[config.mk]
export PLATFORM = sky130hd
export DESIGN_NAME = ata_pio_tctrl
export DESIGN_NICKNAME = d
export VERILOG_FILES = /design/src/rtl/ata_pio_tctrl.sv
export SDC_FILE = /design/constraint.sdc
export NUM_CORES = 1
export LEC_CHECK = 0
export ABC_AREA = 1
export CORE_MARGIN = 8
export CORE_UTILIZATION = 35
export DETAILED_ROUTE_END_ITERATION = 10
export PLACE_DENSITY_LB_ADDON = 0.12
export SETUP_SLACK_MARGIN = 0.5
export SLEW_MARGIN = 20
export SYNTH_ARGS = -nofsm -noshare
export SYNTH_HDL_FRONTEND = slang
export SYNTH_SLANG_ARGS = --single-unit
[constraint.sdc]
create_clock -name CLK_I -period 2.54 [get_ports CLK_I]
set_clock_uncertainty 0.15 [all_clocks]
set_input_delay 0.381 -clock CLK_I [delete_from_list [all_inputs] [get_ports CLK_I]]
set_output_delay 0.381 -clock CLK_I [all_outputs]
set_load 0.01 [all_outputs]
[src/rtl/ata_pio_tctrl.sv]
// OCIDEC-1 PIO compatible-timing engine: runs one ATA-3 PIO cycle per accepted
// request using programmed T1/T2/T4/Teoc counts, honouring IORDY wait states.
module ata_pio_tctrl #(
  parameter int TWIDTH   = 8,
  parameter int PIO_T1   = 6,
  parameter int PIO_T2   = 28,
  parameter int PIO_T4   = 2,
  parameter int PIO_TEOC = 23
) (
  input  logic              CLK_I,
  input  logic              nReset,
  input  logic              RST_I,
  input  logic              en,
  input  logic [TWIDTH-1:0] T1,
  input  logic [TWIDTH-1:0] T2,
  input  logic [TWIDTH-1:0] T4,
  input  logic [TWIDTH-1:0] Teoc,
  input  logic              IORDYen,
  input  logic              go,
  input  logic              we,
  input  logic [3:0]        A,
  input  logic [15:0]       D,
  output logic [15:0]       Q,
  output logic              done,
  output logic              busy,
  input  logic [15:0]       DDi,
  output logic [15:0]       DDo,
  output logic              DDoe,
  output logic [2:0]        DA,
  output logic              CS0n,
  output logic              CS1n,
  output logic              DIORn,
  output logic              DIOWn,
  input  logic              IORDY
);

  typedef enum logic [1:0] {ST_IDLE, ST_T1, ST_T2, ST_EOC} state_t;

  // T1 is consumed on the accept edge itself, so only T2/T4/Teoc need shadows.
  typedef struct packed {
    state_t            state;
    logic [TWIDTH-1:0] cnt;
    logic [TWIDTH-1:0] t4_cnt;
    logic [TWIDTH-1:0] t2_s;
    logic [TWIDTH-1:0] t4_s;
    logic [TWIDTH-1:0] teoc_s;
    logic              we_r;
    logic [2:0]        da;
    logic              cs0n;
    logic              cs1n;
    logic              diorn;
    logic              diown;
    logic [15:0]       ddo;
    logic              ddoe;
    logic [15:0]       q;
    logic              done;
    logic              busy;
  } regs_t;

  localparam regs_t R_RST = '{
    state:  ST_IDLE,
    cnt:    TWIDTH'(PIO_T1),
    t4_cnt: '0,
    t2_s:   TWIDTH'(PIO_T2),
    t4_s:   TWIDTH'(PIO_T4),
    teoc_s: TWIDTH'(PIO_TEOC),
    we_r:   1'b0,
    da:     3'd0,
    cs0n:   1'b1,
    cs1n:   1'b1,
    diorn:  1'b1,
    diown:  1'b1,
    ddo:    16'h0000,
    ddoe:   1'b0,
    q:      16'h0000,
    done:   1'b0,
    busy:   1'b0
  };

  regs_t       r;
  regs_t       n;
  logic [1:0]  iordy_sync;
  logic        iordy_s;
  logic [TWIDTH-1:0] eoc_len;

  // NOTE: the async reset owns the sensitivity list; RST_I is just a
  // synchronous override tested first inside the clocked branch.
  always_ff @(posedge CLK_I or negedge nReset) begin
    if (!nReset)    iordy_sync <= 2'b11;
    else if (RST_I) iordy_sync <= 2'b11;
    else            iordy_sync <= {iordy_sync[0], IORDY};
  end

  assign iordy_s = iordy_sync[1];
  assign eoc_len = (r.t4_s > r.teoc_s) ? r.t4_s : r.teoc_s;

  // NOTE: state is updated with <= only; the next-state logic below uses =.
  always_ff @(posedge CLK_I or negedge nReset) begin
    if (!nReset)    r <= R_RST;
    else if (RST_I) r <= R_RST;
    else            r <= n;
  end

  // NOTE: n starts as a copy of r so every field has a value on every path,
  // which keeps this block free of inferred latches.
  always_comb begin
    n      = r;
    n.done = 1'b0;
    case (r.state)
      ST_IDLE: begin
        if (go && en) begin
          n.t2_s   = T2;
          n.t4_s   = T4;
          n.teoc_s = Teoc;
          n.we_r   = we;
          n.da     = A[2:0];
          n.cs1n   = !A[3];
          n.cs0n   = A[3];
          n.busy   = 1'b1;
          if (we) begin
            n.ddo  = D;
            n.ddoe = 1'b1;
          end
          n.cnt   = T1;
          n.state = ST_T1;
        end
      end
      ST_T1: begin
        if (r.cnt == '0) begin
          n.cnt = r.t2_s;
          if (r.we_r) n.diown = 1'b0;
          else        n.diorn = 1'b0;
          n.state = ST_T2;
        end else begin
          n.cnt = r.cnt - 1'b1;
        end
      end
      ST_T2: begin
        if (r.cnt != '0) begin
          n.cnt = r.cnt - 1'b1;
        end else if (!IORDYen || iordy_s) begin
          n.diorn  = 1'b1;
          n.diown  = 1'b1;
          n.done   = 1'b1;
          if (!r.we_r) n.q = DDi;
          n.cnt    = eoc_len;
          n.t4_cnt = r.t4_s;
          n.state  = ST_EOC;
        end
        // Otherwise a wait state: counter parked at 0, strobe stays low.
      end
      ST_EOC: begin
        if (r.t4_cnt == '0) n.ddoe = 1'b0;
        else                n.t4_cnt = r.t4_cnt - 1'b1;
        if (r.cnt == '0) begin
          n.cs0n  = 1'b1;
          n.cs1n  = 1'b1;
          n.ddoe  = 1'b0;
          n.busy  = 1'b0;
          n.state = ST_IDLE;
        end else begin
          n.cnt = r.cnt - 1'b1;
        end
      end
      default: n = R_RST;
    endcase
  end

  assign Q     = r.q;
  assign done  = r.done;
  assign busy  = r.busy;
  assign DDo   = r.ddo;
  assign DDoe  = r.ddoe;
  assign DA    = r.da;
  assign CS0n  = r.cs0n;
  assign CS1n  = r.cs1n;
  assign DIORn = r.diorn;
  assign DIOWn = r.diown;

endmodule

==> results of run 1 <==
-- metal layers --
metal / up-vias / global-route usage / wire length (um) / share of wire
met5: - / 0 / 0 / 0
met4: 0 / 0.0443 / 200 / 0.014
met3: 10 / 0.0613 / 943 / 0.066
met2: 100 / 0.257 / 6950 / 0.49
met1: 2098 / 0.191 / 6150 / 0.43
li1: 2189 / - / - / -
-- power by group through the flow --
stage,Clock (uW),Sequential [uW],Combinational [uW]
floorplan,0,1750,1170
global placement,0,1770,1740
detailed placement,0,1770,1770
CTS,1430,1760,1850
global route,1480,1790,2260
finish,1380,1760,2050
-- sequential cells by signal, summed over array words and instances, names as in the netlist, 2 cells and up --
signal	cells
DA	3
iordy_sync	2
Q	16
r	43
DDo	16
-- cell usage in the layout (no fill, tap or decap), drive strengths merged --
cell,Yosys,final
nand2,157,158
clkdlybuf4s50,0,116
dfrtp,71,71
nand3,70,70
o21ai,68,68
inv,59,58
nor2,43,43
buf,44,33
a21oi,26,26
dfstp,16,16
ha,15,15
clkbuf,11,12
o22ai,7,7
or2,6,6
o211ai,4,4
xor2,4,4
clkinvlp,0,3
nand4,3,3
nor3,2,2
xnor2,2,2
nor4,2,2
a21boi,2,2
o32ai,1,1
a21o,1,1
o22a,1,1
a31oi,1,1
clkinv,0,1
bufinv,0,1
dlygate4sd3,0,1
-- cells in the mapped netlist (3+ instances only) --
cell        n
a21oi_1    25
buf_2       4
buf_4      36
clkbuf_1   11
dfrtp_1    71
dfstp_2    16
ha_1       15
inv_1      56
inv_2       3
nand2_1   152
nand2_2     4
nand3_1    69
nor2_1     39
o211ai_1    4
o21ai_0    65
o22ai_1     7
or2_2       5
xor2_1      4
-- area by class of cell --
type | instances | area share
inverters | 59 | 0.0349
flip-flops and latches | 87 | 0.326
multi-input cells | 416 | 0.347
clock inverters | 4 | 0.00797
clock buffers | 12 | 0.0380
well taps | 180 | 0.0334
repair buffers | 150 | 0.213
-- cells by family after synthesis --
group | Yosys count
fa+ha+maj | 15
xor+xnor | 6
buf+inv | 114
flops | 87
compound gates | 111
simple gates | 283
-- path summary, 6_finish.rpt --
kind,startpoint,endpoint
max reg2reg,r[47],r[75]
min,DA[1],DA[1]
max in group asynchronous,nReset,DIOWn
max,r[47],r[75]
min reg2reg,DA[1],DA[1]
min in group asynchronous,nReset,DA[0]
-- timing repair --
item	in CTS	in global routing
pin swaps	11	18
gates cloned	1	0
buffers inserted	7	9
hold buffers	1	0
setup endpoints to repair	35	41
endpoints found under the hold margin	71	0
gates resized for setup	19	51
-- metrics by stage --
| step | worst slack, ps | util | cell area, um^2 |
|---|---|---|---|
| 4_1_cts | 470 | 0.473 | 6510 |
| 2_1_floorplan | 555 | - | 4880 |
| 6_report | 482 | 0.490 | 6750 |
| 5_1_grt | 345 | 0.490 | 6750 |
| 3_3_place_gp | 266 | 0.439 | 6040 |
| 3_5_place_dp | 199 | 0.439 | 6040 |
-- worst max-delay path: cells and delay by family, from the launching register on --
family                     cells  cell delay (ps)
DFF                            1              550
buffers and inverters          2              220
and+or+nand+nor               10              820
adders and majority gates      1              260
==> flow_metrics.py, run 1 <==
metrics = {
    "critical_path": {
        "endpoint_kind": "flip-flop",
        "cpMostUsedCell": "nand2_1",
        "path_class": "flip-flop to flip-flop",
        "start_kind": "flip-flop",
        "crit_required_ps": 2680,
        "critPathMaxStageDelay_ps": 550,
        "crit_arrival_ps": 2190,
        "rrSetupSlack_ps": 480,
        "path_max_fanout": 8,
        "cp_slowest_cell": "dfstp_2",
        "r2r_cells": 13,
        "path_cells": "inv_4 -> ha_4 -> nand2_4 -> nor2_4 -> nand4_4 -> buf_6 -> nand3_1 -> nand3_1 -> nand2_1 -> nand2_1 -> nand2_1 -> nand2_1 -> nand2_1",
    },
    "synthesis": {
        "async_flop_share": 1.00,
        "yosys_warnings": 0,
        "synth_compound_area_frac": 0.124,
        "synth_area_um2": 4880,
        "syn-mean-instance-area_um2": 7.92,
        "ys_seq_area_frac": 0.450,
        "synth-main-ff-cell": "dfrtp_1",
        "synth_edf_count": 0,
        "ys_types": 39,
        "synth_adder_area_share": 0.0385,
        "yosys.area_share.simple": 0.257,
        "yosys-top-cells-area": "dfrtp_1, nand2_1, dfstp_2",
        "synth_seq_cells": 87,
        "synth.area.mux_share": 0,
        "syn-num-nets": 707,
        "yosysTopAreaCell": "dfrtp_1",
        "synth_top_area_frac": 0.364,
        "synthCells": 616,
        "synth_xor_area_frac": 0.0108,
        "synth_top_family_by_area": "simple AND/OR/NAND/NOR gates",
    },
    "detailed_routing": {
        "drtIter0Drc": 275,
        "drc": 0,
        "vias_per_cell": 4.84,
        "ant_nets": 0,
        "firstDrtPassIters": 4,
        "wire_per_inst_um": 15.7,
        "drt-total-wl_um": 14200,
        "num_vias": 4397,
    },
    "layout": {
        "regArea_um2": 2200,
        "drive_gt1_frac": 0.185,
        "antennaDiodeCount": 0,
        "area_growth_pct": 38.4,
        "fin_cells": 908,
        "nets": 814,
        "multiInputGateArea_um2": 2340,
        "num-fill-cells": 1375,
    },
    "hold_path": {
        "hold_path.class": "flip-flop to flip-flop",
        "hold_path_depth": 2,
    },
    "power_and_ir_drop": {
        "p_leak_uw": 0.00315,
        "power_frac_clock": 0.266,
        "combPwrFrac": 0.395,
        "total_power_uw": 5180,
        "seqPwrFrac": 0.339,
        "power.density_nw_per_um2": 768,
        "vdd_ir_drop_max_uv": 372,
        "netSwitchingFraction": 0.369,
        "p_int_uw": 3270,
        "p_switching_uw": 1910,
    },
    "sta": {
        "rsz0062_at_grt": "yes",
        "period_needed_ps": 2060,
        "final.setup.tns_ps": 0,
        "max_freq_mhz": 486,
        "slew_headroom": 0.674,
        "slew_violations": 0,
        "hold_violations": 0,
        "fin_crit_sh": 0.810,
        "fin_worst_hold_slack_ps": 330,
        "worst_pin_slew_ps": 489,
        "finalSetupViolCount": 0,
    },
    "grt": {
        "antenna_found_initial": 0,
        "grt_pass1_wl_um": 22700,
        "grt-ovfl-total": 0,
        "grt_usage": 0.158,
        "grt_max_degree": 88,
        "grt_pass1_vias": 4502,
    },
    "floorplanning": {
        "die_w_um": 134,
        "core_area_um2": 13800,
        "dieArea_um2": 18000,
        "start_util": 0.354,
        "die_h_um": 134,
        "io_pins": 118,
        "rows": 43,
    },
    "placement": {
        "dpl.hpwl_um": 10200,
        "io_buffers": 117,
        "dp.cells": 874,
        "place.gp.congestion": 0.799,
    },
    "clock_tree": {
        "cts.sinks": 87,
        "cts_tree": "done",
        "clkTransAtPathRegs_ps": 60,
        "cts-htree-levels": 3,
        "cts-buffers-inserted": 9,
        "root_buffer": "clkbuf_16",
        "clockBufferDepth": 2,
        "clkLatencyLatePin_ps": 350,
    },
    "flow_run": {
        "drv_cap": 0,
    },
    "outcome": {
        "outcome": "finished, final reports clean",
    },
}
Note: power is estimated with default switching activity, not from simulation.
==> run 2: changes to the inputs <==
clock period = 1.8 ns   (was 2.54 ns; I/O delays follow)
==> run 2 against run 1 <==
The run now ends with setup timing left; largest power group unchanged; first-iteration DRC count rose by 16%; via count grew 8.9%; highest routed layer unchanged; sequential share of layout area is 4.5 points lower; critical path type unchanged; maximum frequency increased by 3.0%; wire length is 11% higher; setup slack got worse by 680 ps.
==> flow_metrics.py, run 2 (same netlist as run 1, synthesis figures left out) <==
metrics = {
    "floorplanning": {
        "die_h_um": 134,
        "die_w_um": 134,
        "core_area_um2": 13800,
        "io_pins": 118,
        "start_util": 0.354,
        "dieArea_um2": 18000,
        "rows": 43,
    },
    "clock_tree": {
        "clkTransAtPathRegs_ps": 70,
        "clockBufferDepth": 2,
        "cts-htree-levels": 3,
        "cts.sinks": 87,
        "cts_tree": "done",
        "cts-buffers-inserted": 9,
        "clkLatencyLatePin_ps": 350,
        "root_buffer": "clkbuf_16",
    },
    "critical_path": {
        "crit_arrival_ps": 2080,
        "path_class": "flip-flop to flip-flop",
        "r2r_end": "r[78]",
        "rrSetupSlack_ps": -200,
        "endpoint_kind": "flip-flop",
        "start_kind": "flip-flop",
        "r2r_start": "r[47]",
        "crit_required_ps": 1880,
        "path_max_fanout": 8,
        "r2r_cells": 13,
    },
    "placement": {
        "dpl.hpwl_um": 11200,
        "io_buffers": 117,
        "place.gp.congestion": 0.857,
    },
    "power_and_ir_drop": {
        "vdd_ir_drop_max_uv": 524,
        "p_leak_uw": 0.00383,
        "power.density_nw_per_um2": 1080,
    },
    "sta": {
        "slew_violations": 0,
        "worst_pin_slew_ps": 406,
        "layout_setup_ws_ps": -197,
        "slew_headroom": 0.730,
        "final.setup.tns_ps": -3380,
        "fin_crit_sh": 1.11,
        "hold_violations": 0,
        "period_needed_ps": 2000,
        "max_freq_mhz": 501,
        "finalSetupViolCount": 34,
        "rsz0062_at_grt": "yes",
    },
    "layout": {
        "largest_register_ffs": 43,
        "top_register": "r",
        "drive_gt1_frac": 0.402,
        "area_growth_pct": 60.7,
        "antennaDiodeCount": 0,
        "final_cell_mix": "nand2_1, buf_4, clkdlybuf4s50_1, dfrtp_1, nand3_1",
        "final_util": 0.569,
        "layout_commonest_cell": "nand2_1",
        "nets": 896,
    },
    "grt": {
        "grt_usage": 0.180,
        "grt_max_degree": 32,
        "antenna_found_initial": 0,
        "grt_pass1_vias": 5040,
        "grt_pass1_wl_um": 26000,
        "grt-ovfl-total": 0,
    },
    "hold_path": {
        "hold_path.class": "input pin to asynchronous set/reset pin",
    },
    "outcome": {
        "outcome": "complete, but fails checks",
        "violations": "setup timing",
    },
    "detailed_routing": {
        "drtIter0Drc": 319,
        "drt-total-wl_um": 15900,
        "ant_nets": 0,
        "vias_per_cell": 4.84,
        "drc": 0,
        "num_vias": 4790,
        "firstDrtPassIters": 4,
        "wire_per_inst_um": 16.0,
    },
    "flow_run": {
        "drv_cap": 0,
    },
}
-- run 2: what timing repair did --
| action | CTS | global route |
|---|---|---|
| pin swaps | 37 | 22 |
| setup endpoints to repair | 127 | 123 |
| resized for setup | 311 | 78 |
| hold buffers | 1 | 0 |
| buffers inserted | 28 | 17 |
| endpoints found under the hold margin | 20 | 0 |
| gates cloned | 7 | 0 |
-- run 2: layer usage --
metal  wire length, um  global-route usage
met1              6900               0.220
met2              7860               0.303
met3               864              0.0453
met4               235              0.0580
met5                 0                   0
-- run 2: per-stage QoR --
step	setup slack [ps]	hold WS (ps)	std cells	power, uW	cell area [um^2]
5_1_grt	-322	291	990	9050	7840
6_report	-197	255	990	8490	7840
3_3_place_gp	-231	74.3	921	5440	6550
4_1_cts	-189	261	973	8040	7360
3_5_place_dp	-269	77.2	921	5470	6550
2_1_floorplan	-50.8	-176	616	4230	5000
-- run 2: worst max-delay path by stage --
stage,from,end,cells past startpoint
finish,r[47],r[78],13
global route,r[44],r[75],16
CTS,r[47],r[82],13
detailed placement,IORDYen,r[70],12
global placement,RST_I,r[79],8
floorplan,r[47],r[80],13
-- run 2: worst max-delay path, stage by stage, from the launching register on --
cell and delay, ps:
dfstp_2 530, inv_2 40, ha_4 260, nand2_4 40, nor2_4 140, nand4_4 150, nand2_4 140, nand2_1 70
nand3_1 80, nand2_1 70, nand2_1 60, nand2_1 50, nand2_1 50, nand2_1 40
-- run 2: final cells by class --
class                           instances  area [um^2]
Clock buffer                           10          239
Clock inverter                          6         68.8
Fill cell                            1213         5930
Inverter                               59          249
Multi-Input combinational cell        417         2730
Sequential cell                        87         2200
Tap cell                              180          225
Timing Repair Buffer                  229         2100
Timing Repair inverter                  2         27.5
-- run 2: power breakdown --
group	total, uW	internal [uW]	switching (uW)
clock	1940	1120	814
sequential	2510	2280	225
combinational	4050	1900	2150
total	8490	5300	3190
